`src/rtl/msdap_pkg.sv`:
```
// rtl/msdap_pkg.sv - shared state encoding and default sizes for the MSDAP controller
package msdap_pkg;

  typedef enum logic [3:0] {
    INIT       = 4'd0,
    WAIT_RJ    = 4'd1,
    READ_RJ    = 4'd2,
    WAIT_COEFF = 4'd3,
    READ_COEFF = 4'd4,
    WAIT_INPUT = 4'd5,
    WORKING    = 4'd6,
    CLEARING   = 4'd7,
    SLEEPING   = 4'd8
  } state_t;

  localparam int RJ_COUNT_DEF    = 16;
  localparam int COEFF_COUNT_DEF = 512;
  localparam int DATA_DEPTH_DEF  = 256;
  localparam int AW_DEF          = 10;

endpackage

```
`src/rtl/msdap_addr_counter.sv`:
```
// rtl/msdap_addr_counter.sv - address counter with sync clear, enable and wrap at max_val
module msdap_addr_counter #(
  parameter int AW = 10
) (
  input  logic          clk,
  input  logic          reset_n,
  input  logic          clr,
  input  logic          en,
  input  logic [AW-1:0] max_val,
  output logic [AW-1:0] cnt
);

  always_ff @(posedge clk) begin
    if (!reset_n || clr) begin
      cnt <= '0;
    end else if (en) begin
      cnt <= (cnt == max_val) ? '0 : cnt + AW'(1);
    end
  end

endmodule

```
`src/rtl/msdap_main_ctrl.sv`:
```
// rtl/msdap_main_ctrl.sv - MSDAP top-level sequencer: memory sweeps, Rj/coeff load, data streaming
module msdap_main_ctrl
  import msdap_pkg::*;
#(
  parameter int RJ_COUNT    = RJ_COUNT_DEF,
  parameter int COEFF_COUNT = COEFF_COUNT_DEF,
  parameter int DATA_DEPTH  = DATA_DEPTH_DEF,
  parameter int AW          = AW_DEF
) (
  input  logic          clk,
  input  logic          reset_n,
  input  logic          frame_pulse,
  input  logic          word_valid,
  input  logic          data_zero,
  input  logic          all_zeros,
  input  logic          reset_req,
  input  logic          compute_busy,
  output logic [3:0]    state,
  output logic          in_ready,
  output logic          mem_clear_en,
  output logic [AW-1:0] clr_addr,
  output logic          rj_we,
  output logic          coeff_we,
  output logic          data_we,
  output logic [AW-1:0] wr_addr,
  output logic          compute_start,
  output logic          sleep,
  output logic          overrun
);

  localparam logic [AW-1:0] RJ_LAST    = AW'(RJ_COUNT - 1);
  localparam logic [AW-1:0] COEFF_LAST = AW'(COEFF_COUNT - 1);
  localparam logic [AW-1:0] DATA_LAST  = AW'(DATA_DEPTH - 1);

  state_t        state_q, state_d;
  logic          mem_clear_d;
  logic          sweep_done_q, sweep_done_d;
  logic          clr_last;
  logic          ptr_clr;
  logic [AW-1:0] ptr_max;

  assign state    = state_q;
  assign clr_last = mem_clear_en && (clr_addr == DATA_LAST);

  assign rj_we    = word_valid && (state_q == READ_RJ);
  assign coeff_we = word_valid && (state_q == READ_COEFF);
  // A pending soft reset beats a word arriving in the same cycle.
  assign data_we  = word_valid && !reset_req &&
                    ((state_q == WORKING) || ((state_q == SLEEPING) && !data_zero));

  assign ptr_clr = (state_q == CLEARING) ||
                   (frame_pulse && ((state_q == WAIT_RJ) || (state_q == WAIT_COEFF) ||
                                    (state_q == WAIT_INPUT)));

  // The shared pointer wraps at the last address of whichever memory is being filled,
  // so the final Rj/coeff write leaves it at zero for the next phase.
  always_comb begin
    case (state_q)
      READ_RJ:    ptr_max = RJ_LAST;
      READ_COEFF: ptr_max = COEFF_LAST;
      default:    ptr_max = DATA_LAST;
    endcase
  end

  always_comb begin
    state_d      = state_q;
    mem_clear_d  = 1'b0;
    sweep_done_d = 1'b0;
    case (state_q)
      INIT: begin
        mem_clear_d = !clr_last;
        if (clr_last) state_d = WAIT_RJ;
      end
      WAIT_RJ:    if (frame_pulse) state_d = READ_RJ;
      READ_RJ:    if (rj_we && wr_addr == RJ_LAST) state_d = WAIT_COEFF;
      WAIT_COEFF: if (frame_pulse) state_d = READ_COEFF;
      READ_COEFF: if (coeff_we && wr_addr == COEFF_LAST) state_d = WAIT_INPUT;
      WAIT_INPUT: begin
        if (reset_req)        state_d = CLEARING;
        else if (frame_pulse) state_d = WORKING;
      end
      WORKING: begin
        if (reset_req)      state_d = CLEARING;
        else if (all_zeros) state_d = SLEEPING;
      end
      SLEEPING: begin
        if (reset_req)    state_d = CLEARING;
        else if (data_we) state_d = WORKING;
      end
      CLEARING: begin
        mem_clear_d  = !sweep_done_q && !clr_last;
        sweep_done_d = sweep_done_q || clr_last;
        if (sweep_done_q && !reset_req) begin
          state_d      = WAIT_INPUT;
          sweep_done_d = 1'b0;
        end
      end
      default: state_d = INIT;
    endcase
  end

  always_ff @(posedge clk) begin
    if (!reset_n) begin
      state_q       <= INIT;
      mem_clear_en  <= 1'b0;
      sweep_done_q  <= 1'b0;
      in_ready      <= 1'b0;
      sleep         <= 1'b0;
      compute_start <= 1'b0;
      overrun       <= 1'b0;
    end else begin
      state_q       <= state_d;
      mem_clear_en  <= mem_clear_d;
      sweep_done_q  <= sweep_done_d;
      in_ready      <= (state_d != INIT) && (state_d != CLEARING);
      sleep         <= (state_d == SLEEPING);
      compute_start <= data_we;
      overrun       <= overrun || (data_we && compute_busy);
    end
  end

  msdap_addr_counter #(.AW(AW)) u_wr_ptr (
    .clk     (clk),
    .reset_n (reset_n),
    .clr     (ptr_clr),
    .en      (rj_we || coeff_we || data_we),
    .max_val (ptr_max),
    .cnt     (wr_addr)
  );

  msdap_addr_counter #(.AW(AW)) u_clr_ptr (
    .clk     (clk),
    .reset_n (reset_n),
    .clr     (1'b0),
    .en      (mem_clear_en),
    .max_val (DATA_LAST),
    .cnt     (clr_addr)
  );

endmodule

```
`config.mk`:
```
export PLATFORM = sky130hd
export DESIGN_NAME = msdap_main_ctrl
export DESIGN_NICKNAME = d
export VERILOG_FILES = /design/src/rtl/msdap_pkg.sv /design/src/rtl/msdap_addr_counter.sv /design/src/rtl/msdap_main_ctrl.sv
export SDC_FILE = /design/constraint.sdc
export NUM_CORES = 1
export LEC_CHECK = 0
export BUFFER_PORTS_ARGS = -buffer_cell sky130_fd_sc_hd__buf_2
export CORE_UTILIZATION = 55
export DETAILED_ROUTE_END_ITERATION = 8
export PLACE_DENSITY = 0.79
export SETUP_SLACK_MARGIN = 0.02
export SLEW_MARGIN = 20
export SYNTH_ARGS = -nofsm -noshare
export SYNTH_HDL_FRONTEND = slang
export SYNTH_HIERARCHICAL = 1
export SYNTH_SLANG_ARGS = --single-unit
```
`constraint.sdc`:
```
create_clock -name clk -period 6.04 [get_ports clk]
set_input_delay 1.208 -clock clk [delete_from_list [all_inputs] [get_ports clk]]
set_output_delay 1.208 -clock clk [all_outputs]
set_load 0.005 [all_outputs]
```
## After elaboration in Yosys (flattened, before gate mapping)

Cells that the tools add are included.

| operators by class | value |
|---|---|
| add/subtract/negate cells | 2 |
| equality and inequality tests | 14 |
| mux-type cells | 17 |
| bitwise logic cells | 2 |
| reduce and logical (&&, ||, !) cells | 30 |

Operator list:

| cell | number |
|---|---|
| $mux 4 | 12 |
| $pmux 4 s9 | 1 |
| $add 10x1->10 const B | 2 |
| $mux 10 | 2 |
| $pmux 9 s2 | 1 |
| $eq 4x3->1 const B | 4 |
| $logic_and 1x1->1 | 13 |
| $eq 10x4->1 const B | 1 |
| $eq 10x8->1 const B | 1 |
| $eq 10x9->1 | 1 |
| $eq 10x9->1 const B | 1 |
| $logic_or 1x1->1 | 9 |
| $eq 4x2->1 const B | 2 |
| $eq 4x4->1 const B | 2 |
| $logic_not 1->1 | 5 |
| $eq 4x1->1 const B | 1 |
| $logic_not 4->1 | 1 |
| $ne 4x3->1 const B | 1 |
| $reduce_bool 4->1 | 1 |
| $reduce_or 3->1 | 1 |
| $not 1->1 | 2 |
| $pmux 1 s2 | 1 |

| storage, ports and cells | value |
|---|---|
| bits in registers | 30 |
| output and inout port bits | 32 |
| word-level logic and storage cells | 74 |

## Longest topological paths before layout

Gate-level depths: netlist of the first run.

| logic depth | value |
|---|---|
| depth in word-level cells | 9 |
| depth in mapped cells | 9 |
| gate-level depth less buffers | 8 |

## Modules after synthesis

The synthesis of the first run kept the hierarchy.

By module, submodules not included:

| module | instances | cells each | area each (sq um) |
|---|---|---|---|
| msdap_addr_counter | 2 | 62 | 603.1 |
| msdap_main_ctrl | 1 | 90 | 708.2 |

## Worst setup path before layout of the first run

No wires, ideal clock.

| timing | value |
|---|---|
| kind | input to output |
| from | input port word_valid |
| to | output port coeff_we |
| data arrival time | 1.715 ns |
| required time | 4.832 ns |
| setup slack | 3.117 ns |
| cell stages on the path | 2 |
| buffers on the path | 0 |
| path through | or3b_4 nor2_1 |

| between the ends | value |
|---|---|
| longest elaborated chain between the ends | 1 |

RTL lines:

| what | RTL line | source |
|---|---|---|
| from (decl) | msdap_main_ctrl.sv:13 | `input logic word_valid,` |
| $logic_and 1x1->1 | msdap_main_ctrl.sv:46 | `assign coeff_we = word_valid && (state_q == READ_COEFF);` |
| to (decl) | msdap_main_ctrl.sv:23 | `output logic coeff_we,` |

No other way between the ends.

## Worst setup path in the final report of the first run

Ends and elaborated chain as after synthesis.

==> impl_metrics.json, run 1 <==
{
  "remaining_drc_errors": 0,
  "fin_crit_sh_pct": 51.8,
  "antenna_cells": 0,
  "fin_util_pct": 66.6,
  "worst-slew-pin-transition_ps": 507,
  "grt_overflow": 0,
  "cts_tree": "built",
  "clk_pin_slew_ps": 90,
  "setup_slack_ps": 2910,
  "path_class": "input port to primary output",
  "worstPathBufferInverterCount": 2,
  "dr.max_layer_used": "met4",
  "synthTopCellsByCount": "nor2_1 (35), dfxtp_1 (30), xnor2_1 (24)",
  "gp_congestion": 0.851,
  "cp_top_family": "simple AND/OR/NAND/NOR gates",
  "avgSynthCellArea_um2": 8.95,
  "rr_worst_depth": 6,
  "path_cells": "buf_2, or3b_4, nor2_1, buf_2",
  "leakage_nw": 0.927,
  "pin_count": 40,
  "grt_max_degree": 18,
  "area_delta_synth_final_pct": 16.0,
  "status": "completed",
  "wl_um": 3990,
  "portBuffers": 39,
  "drv_cap": 0,
  "layout-drive-gt1-share_pct": 25.8,
  "dr_wl_met3_um": 258,
  "drv_slew": 0,
  "clock_latency_ps": 350,
  "postSynth.asyncResetShare_pct": 0,
  "synth_cell_type_count": 48,
  "synthFlopType": "dfxtp_1",
  "cts_hold_buf": 0,
  "reg2reg_to": "u_wr_ptr/cnt[3]$_SDFFE_PP0P_",
  "setup_viol": 0,
  "synth_edf_count": 0,
  "gr-usage-all-layers_pct": 24.1,
  "crit_start": "word_valid",
  "hold_class": "flip-flop to flip-flop",
  "htree_num_levels": 2,
  "cp-end-kind": "primary output",
  "coreArea_mm2": 0.00334,
  "numCtsBuffers": 5,
  "synth_warnings": 6,
  "fin_area_mm2": 0.00222,
  "hold_viol": 0,
  "max_clock_freq_ghz": 0.320,
  "dp_cells": 305,
  "synth_seq_area_share_pct": 31.4,
  "vias": 1702,
  "crit_path_max_incr_delay_ps": 400,
  "postCtsSetupRepairBufs": 0,
  "synth.area.top_cells": "dfxtp_1 (31%), xnor2_1 (11%), nor2_1 (6.9%)",
  "cp_max_fo": 4,
  "yosys.area.top_type_share_pct": 31.4,
  "layout.nets": 276,
  "routed_via_density": 5.44,
  "synth-seq-cells": 30,
  "arrival_ps": 1920,
  "worst_clock_skew_ps": 12.0,
  "worst_path_most_repeated_cell": "buf_2",
  "p_total_mw": 0.354,
  "wl_per_cell_um": 12.7,
  "initial_utilization_pct": 57.4,
  "crit_path_top_delay_cell": "or3b_4",
  "r2r-start": "state[1]$_SDFF_PN0_",
  "syn_inst": 214,
  "grt_pass1_vias": 1490,
  "irDropWorstVdd_mv": 0.103,
  "wl_met1_um": 1740,
  "placed_area_mm2": 0.00216,
  "required_ps": 4830,
  "wl_met2_um": 1900,
  "fill_cells": 313,
  "final_cell_count_no_fill": 313,
  "synthesis.area_mm2": 0.00191,
  "netlist.top_cell.by_area": "dfxtp_1",
  "grt_pass1_wl_um": 6530,
  "cts.sinks": 30,
  "setup_tns_ps": 0,
  "max_slew_margin_pct": 66.1,
  "timing.hold.ws_ps": 483,
  "cp.depth": 4,
  "num_rows": 21,
  "cts.path.max_buffers": 2,
  "p_per_area_mw_per_mm2": 159,
  "critPathCapture": "coeff_we",
  "multi_input_area_mm2": 0.00128,
  "cts_resized": 0,
  "ant_nets": 0,
  "rrSetupSlack_ps": 3510,
  "die_w_um": 61.0,
  "detail_route.first_pass.iterations": 4,
  "place_ws_ps": 2910,
  "critPathLaunchType": "input port",
  "post-route-min-period_ps": 3130,
  "root_buffer": "clkbuf_4",
  "die_h_um": 61.0,
  "hpwlAfterDp_um": 2820,
  "antenna_found_initial": 0,
  "synth.most_common_cell": "nor2_1",
  "drtIter0Drc": 152,
  "fp.dieArea_mm2": 0.00372,
  "seq_area_um2": 601,
  "rsz0062_at_grt": "no"
}
## worst min path at each step
| stage | startpoint | endpoint | depth (start not counted) |
|---|---|---|---|
| floorplan | overrun$_SDFF_PN0_ | overrun$_SDFF_PN0_ | 2 |
| global placement | overrun$_SDFF_PN0_ | overrun$_SDFF_PN0_ | 2 |
| detailed placement | overrun$_SDFF_PN0_ | overrun$_SDFF_PN0_ | 2 |
| CTS | overrun$_SDFF_PN0_ | overrun$_SDFF_PN0_ | 2 |
| global route | overrun$_SDFF_PN0_ | overrun$_SDFF_PN0_ | 2 |
| finish | overrun$_SDFF_PN0_ | overrun$_SDFF_PN0_ | 2 |
## placed cells by master, fill, tap and decap left out, types with 2 or more instances in the layout
cell	Yosys	final
nor2b_1	3	3
dfxtp_1	30	30
nand3b_1	2	2
xnor2_4	2	2
ha_1	2	2
conb_1	2	16
nor3b_1	2	2
buf_2	5	39
a21oi_1	8	8
nand4_1	13	13
nand2_1	8	8
nand4_2	4	4
clkbuf_4	0	5
a311oi_1	2	2
nand2b_1	2	2
nand3_1	8	8
inv_1	6	6
xnor2_2	2	2
nor2_1	35	35
mux2i_1	2	2
o311ai_4	2	2
and3_1	5	5
o21ai_0	4	4
nor3_1	3	3
xnor2_1	24	24
nor3_2	2	2
xor2_1	10	10
nor4_1	3	3
## routing by layer
metal | vias to the layer above | global-route usage (%)
met2 | 52 | 39.4
met5 | - | 0
met4 | 0 | 11.0
li1 | 846 | -
met3 | 10 | 7.68
met1 | 794 | 29.0
## tightest hold or removal path, cell delays in order (launching register included)
cell and delay (ps):
dfxtp_1 340, a21oi_1 50, nor2_1 70
## report_power, final
part	total (mW)	internal, mW	switching (mW)
Sequential	0.201	0.198	0.00249
Clock	0.129	0.0563	0.0723
Combinational	0.0241	0.0108	0.0132
## state kept, by name (all words and copies together), names as in the netlist
name	count
compute_start	1
in_ready	1
mem_clear_en	1
overrun	1
sleep	1
state	4
sweep_done_q	1
u_clr_ptr/cnt	10
u_wr_ptr/cnt	10
## kinds of logic after synthesis
| family | count (synthesis) | share of synthesized area (%) |
|---|---|---|
| muxes | 2 | 1.05 |
| and+or+nand+nor | 101 | 30.3 |
| other | 2 | 0.392 |
| buffers and inverters | 14 | 4.25 |
| AOI/OAI and AO/OA | 24 | 10.7 |
| DFF | 30 | 31.4 |
| xor gates and xnor gates | 38 | 20.1 |
| adders and majority gates | 3 | 1.83 |
## cell type report
cell class                      count  share of cell area [%]
Sequential cell                    30                    27.0
Clock inverter                      1                   0.225
Clock buffer                        7                    2.48
Multi-Input combinational cell    184                    57.9
Inverter                            6                    1.01
Tap cell                           46                    2.59
Timing Repair Buffer               39                    8.79
(Power assumes the default switching activity.)
==> run 2, diff against run 1 <==
- CORE_UTILIZATION: 55 -> 49
- PLACE_DENSITY: 0.79 -> 0.75
- clock period: 6.04 -> 2.54 ns (I/O delays scaled with it)
==> run 2 against run 1 <==
Design area up 2.2%. First-iteration DRC count down 27%. Sequential share of layout area down 0.58 points. Clock-buffer cell count unchanged. Via count down 1.1%. Power rose to 2.5 times the previous value.
==> impl_metrics.json, run 2 (synthesized netlist as in run 1, its figures left out) <==
{
  "worst-slew-pin-transition_ps": 519,
  "grt_max_degree": 13,
  "gr-usage-met1_pct": 30.3,
  "detail_route.first_pass.iterations": 4,
  "placed_area_mm2": 0.00219,
  "path_class": "flip-flop to flip-flop",
  "root_buffer": "clkbuf_8",
  "cts_resized": 0,
  "coreArea_mm2": 0.00372,
  "area_delta_synth_final_pct": 18.6,
  "drv_cap": 0,
  "htree_num_levels": 2,
  "hpwlAfterDp_um": 3060,
  "setup_viol": 0,
  "arrival_ps": 2440,
  "wl_um": 4180,
  "crit_path_top_delay_cell": "o311ai_4",
  "rsz0062_at_grt": "no",
  "pin_count": 40,
  "required_ps": 2680,
  "grt_pass1_vias": 1528,
  "antenna_found_initial": 0,
  "fin_area_mm2": 0.00227,
  "worst_path_most_repeated_cell": "nor2_1",
  "die_h_um": 64.5,
  "setup_slack_ps": 249,
  "drtIter0Drc": 111,
  "die_w_um": 64.5,
  "wl_per_cell_um": 13.1,
  "routed_via_density": 5.29,
  "fill_cells": 343,
  "cp_max_fo": 10,
  "cts.path.max_buffers": 2,
  "cts_tree": "built",
  "layout-drive-gt1-share_pct": 26.3,
  "ant_nets": 0,
  "cp-end-kind": "flip-flop",
  "drv_slew": 0,
  "final_cell_mix": "buf_2 (39), nor2_1 (35), dfxtp_1 (30), xnor2_1 (24), conb_1 (16)",
  "num_rows": 22,
  "gr-usage-all-layers_pct": 22.9,
  "status": "completed",
  "hold_viol": 0,
  "place_ws_ps": 274,
  "postCtsSetupRepairBufs": 0,
  "cts.sinks": 30,
  "timing.hold.ws_ps": 464,
  "layout_commonest_cell": "buf_2",
  "leakage_nw": 0.951,
  "max_clock_freq_ghz": 0.436,
  "grt_overflow": 0,
  "clk_pin_slew_ps": 60,
  "numCtsBuffers": 5,
  "irDropWorstVdd_mv": 0.286,
  "layout.nets": 280,
  "grt_pass1_wl_um": 7360,
  "critPathLaunchType": "flip-flop",
  "grtUsageMet3_pct": 4.23,
  "path_cells": "or3b_1, nor2_1, o211a_1, or2_2, nand4_2, o311ai_4, nor2_1",
  "worstPathBufferInverterCount": 0,
  "vias": 1683,
  "antenna_cells": 0,
  "grt_busiest_layer": "met2",
  "hold_class": "input port to flip-flop",
  "setup_tns_ps": 0,
  "worst_clock_skew_ps": 1.97,
  "gp_congestion": 0.858,
  "grt_use_met2_pct": 36.7,
  "initial_utilization_pct": 51.5,
  "p_per_area_mw_per_mm2": 395,
  "cp_top_family": "simple AND/OR/NAND/NOR gates",
  "p_total_mw": 0.896,
  "max_slew_margin_pct": 65.3,
  "cts_hold_buf": 0,
  "fin_crit_sh_pct": 90.2,
  "portBuffers": 39,
  "remaining_drc_errors": 0,
  "crit_path_max_incr_delay_ps": 540,
  "clock_latency_ps": 280,
  "post-route-min-period_ps": 2290,
  "fp.dieArea_mm2": 0.00416
}
run 2: changes by cell type in the layout (fill, tap and decap cells not counted), sizes merged:
cell | previous run | this run
buf | 39 | 43
clkinv | 1 | 0
run 2: metal layers:
| layer | up-vias | wire (µm) |
|---|---|---|
| met3 | 7 | 159 |
| met5 | - | 0 |
| met2 | 39 | 1910 |
| met1 | 794 | 2050 |
| met4 | 0 | 60 |
| li1 | 843 | - |
run 2: per-stage QoR:
step | std cells | utilization (%)
floorplan | 228 | -
global placement | 311 | 59.0
detailed placement | 311 | 59.0
CTS | 318 | 61.1
global route | 318 | 61.1
finish | 318 | 61.1
run 2: worst min-delay path, delay by kind of cell:
family / cells / cell delay [ps]
compound gates: 1 / 50
buf+inv: 1 / 70
simple gates: 1 / 70
run 2: where the power goes:
| group | internal (mW) | switching (mW) | total (mW) |
|---|---|---|---|
| clock network | 0.188 | 0.171 | 0.360 |
| logic | 0.0258 | 0.0321 | 0.0579 |
| registers | 0.473 | 0.00566 | 0.478 |
run 2: final cells by class:
class                      instances  area (µm²)  area share [%]
multi-input combinational        184        1280            56.6
sequential                        30         601            26.5
timing repair buffer              43         225            9.92
clock buffer                       7        76.3            3.36
tap                               48        60.1            2.65
inverter                           6        22.5           0.992
run 2: final timing paths:
check / cells past startpoint / slack, ps / to / start
min: 3 / 460 / overrun$_SDFF_PN0_ / compute_busy
max: 7 / 250 / u_wr_ptr/cnt[0]$_SDFFE_PP0P_ / state[3]$_SDFF_PN0_
max reg2reg: 7 / 250 / u_wr_ptr/cnt[0]$_SDFFE_PP0P_ / state[3]$_SDFF_PN0_
min reg2reg: 2 / 480 / overrun$_SDFF_PN0_ / overrun$_SDFF_PN0_
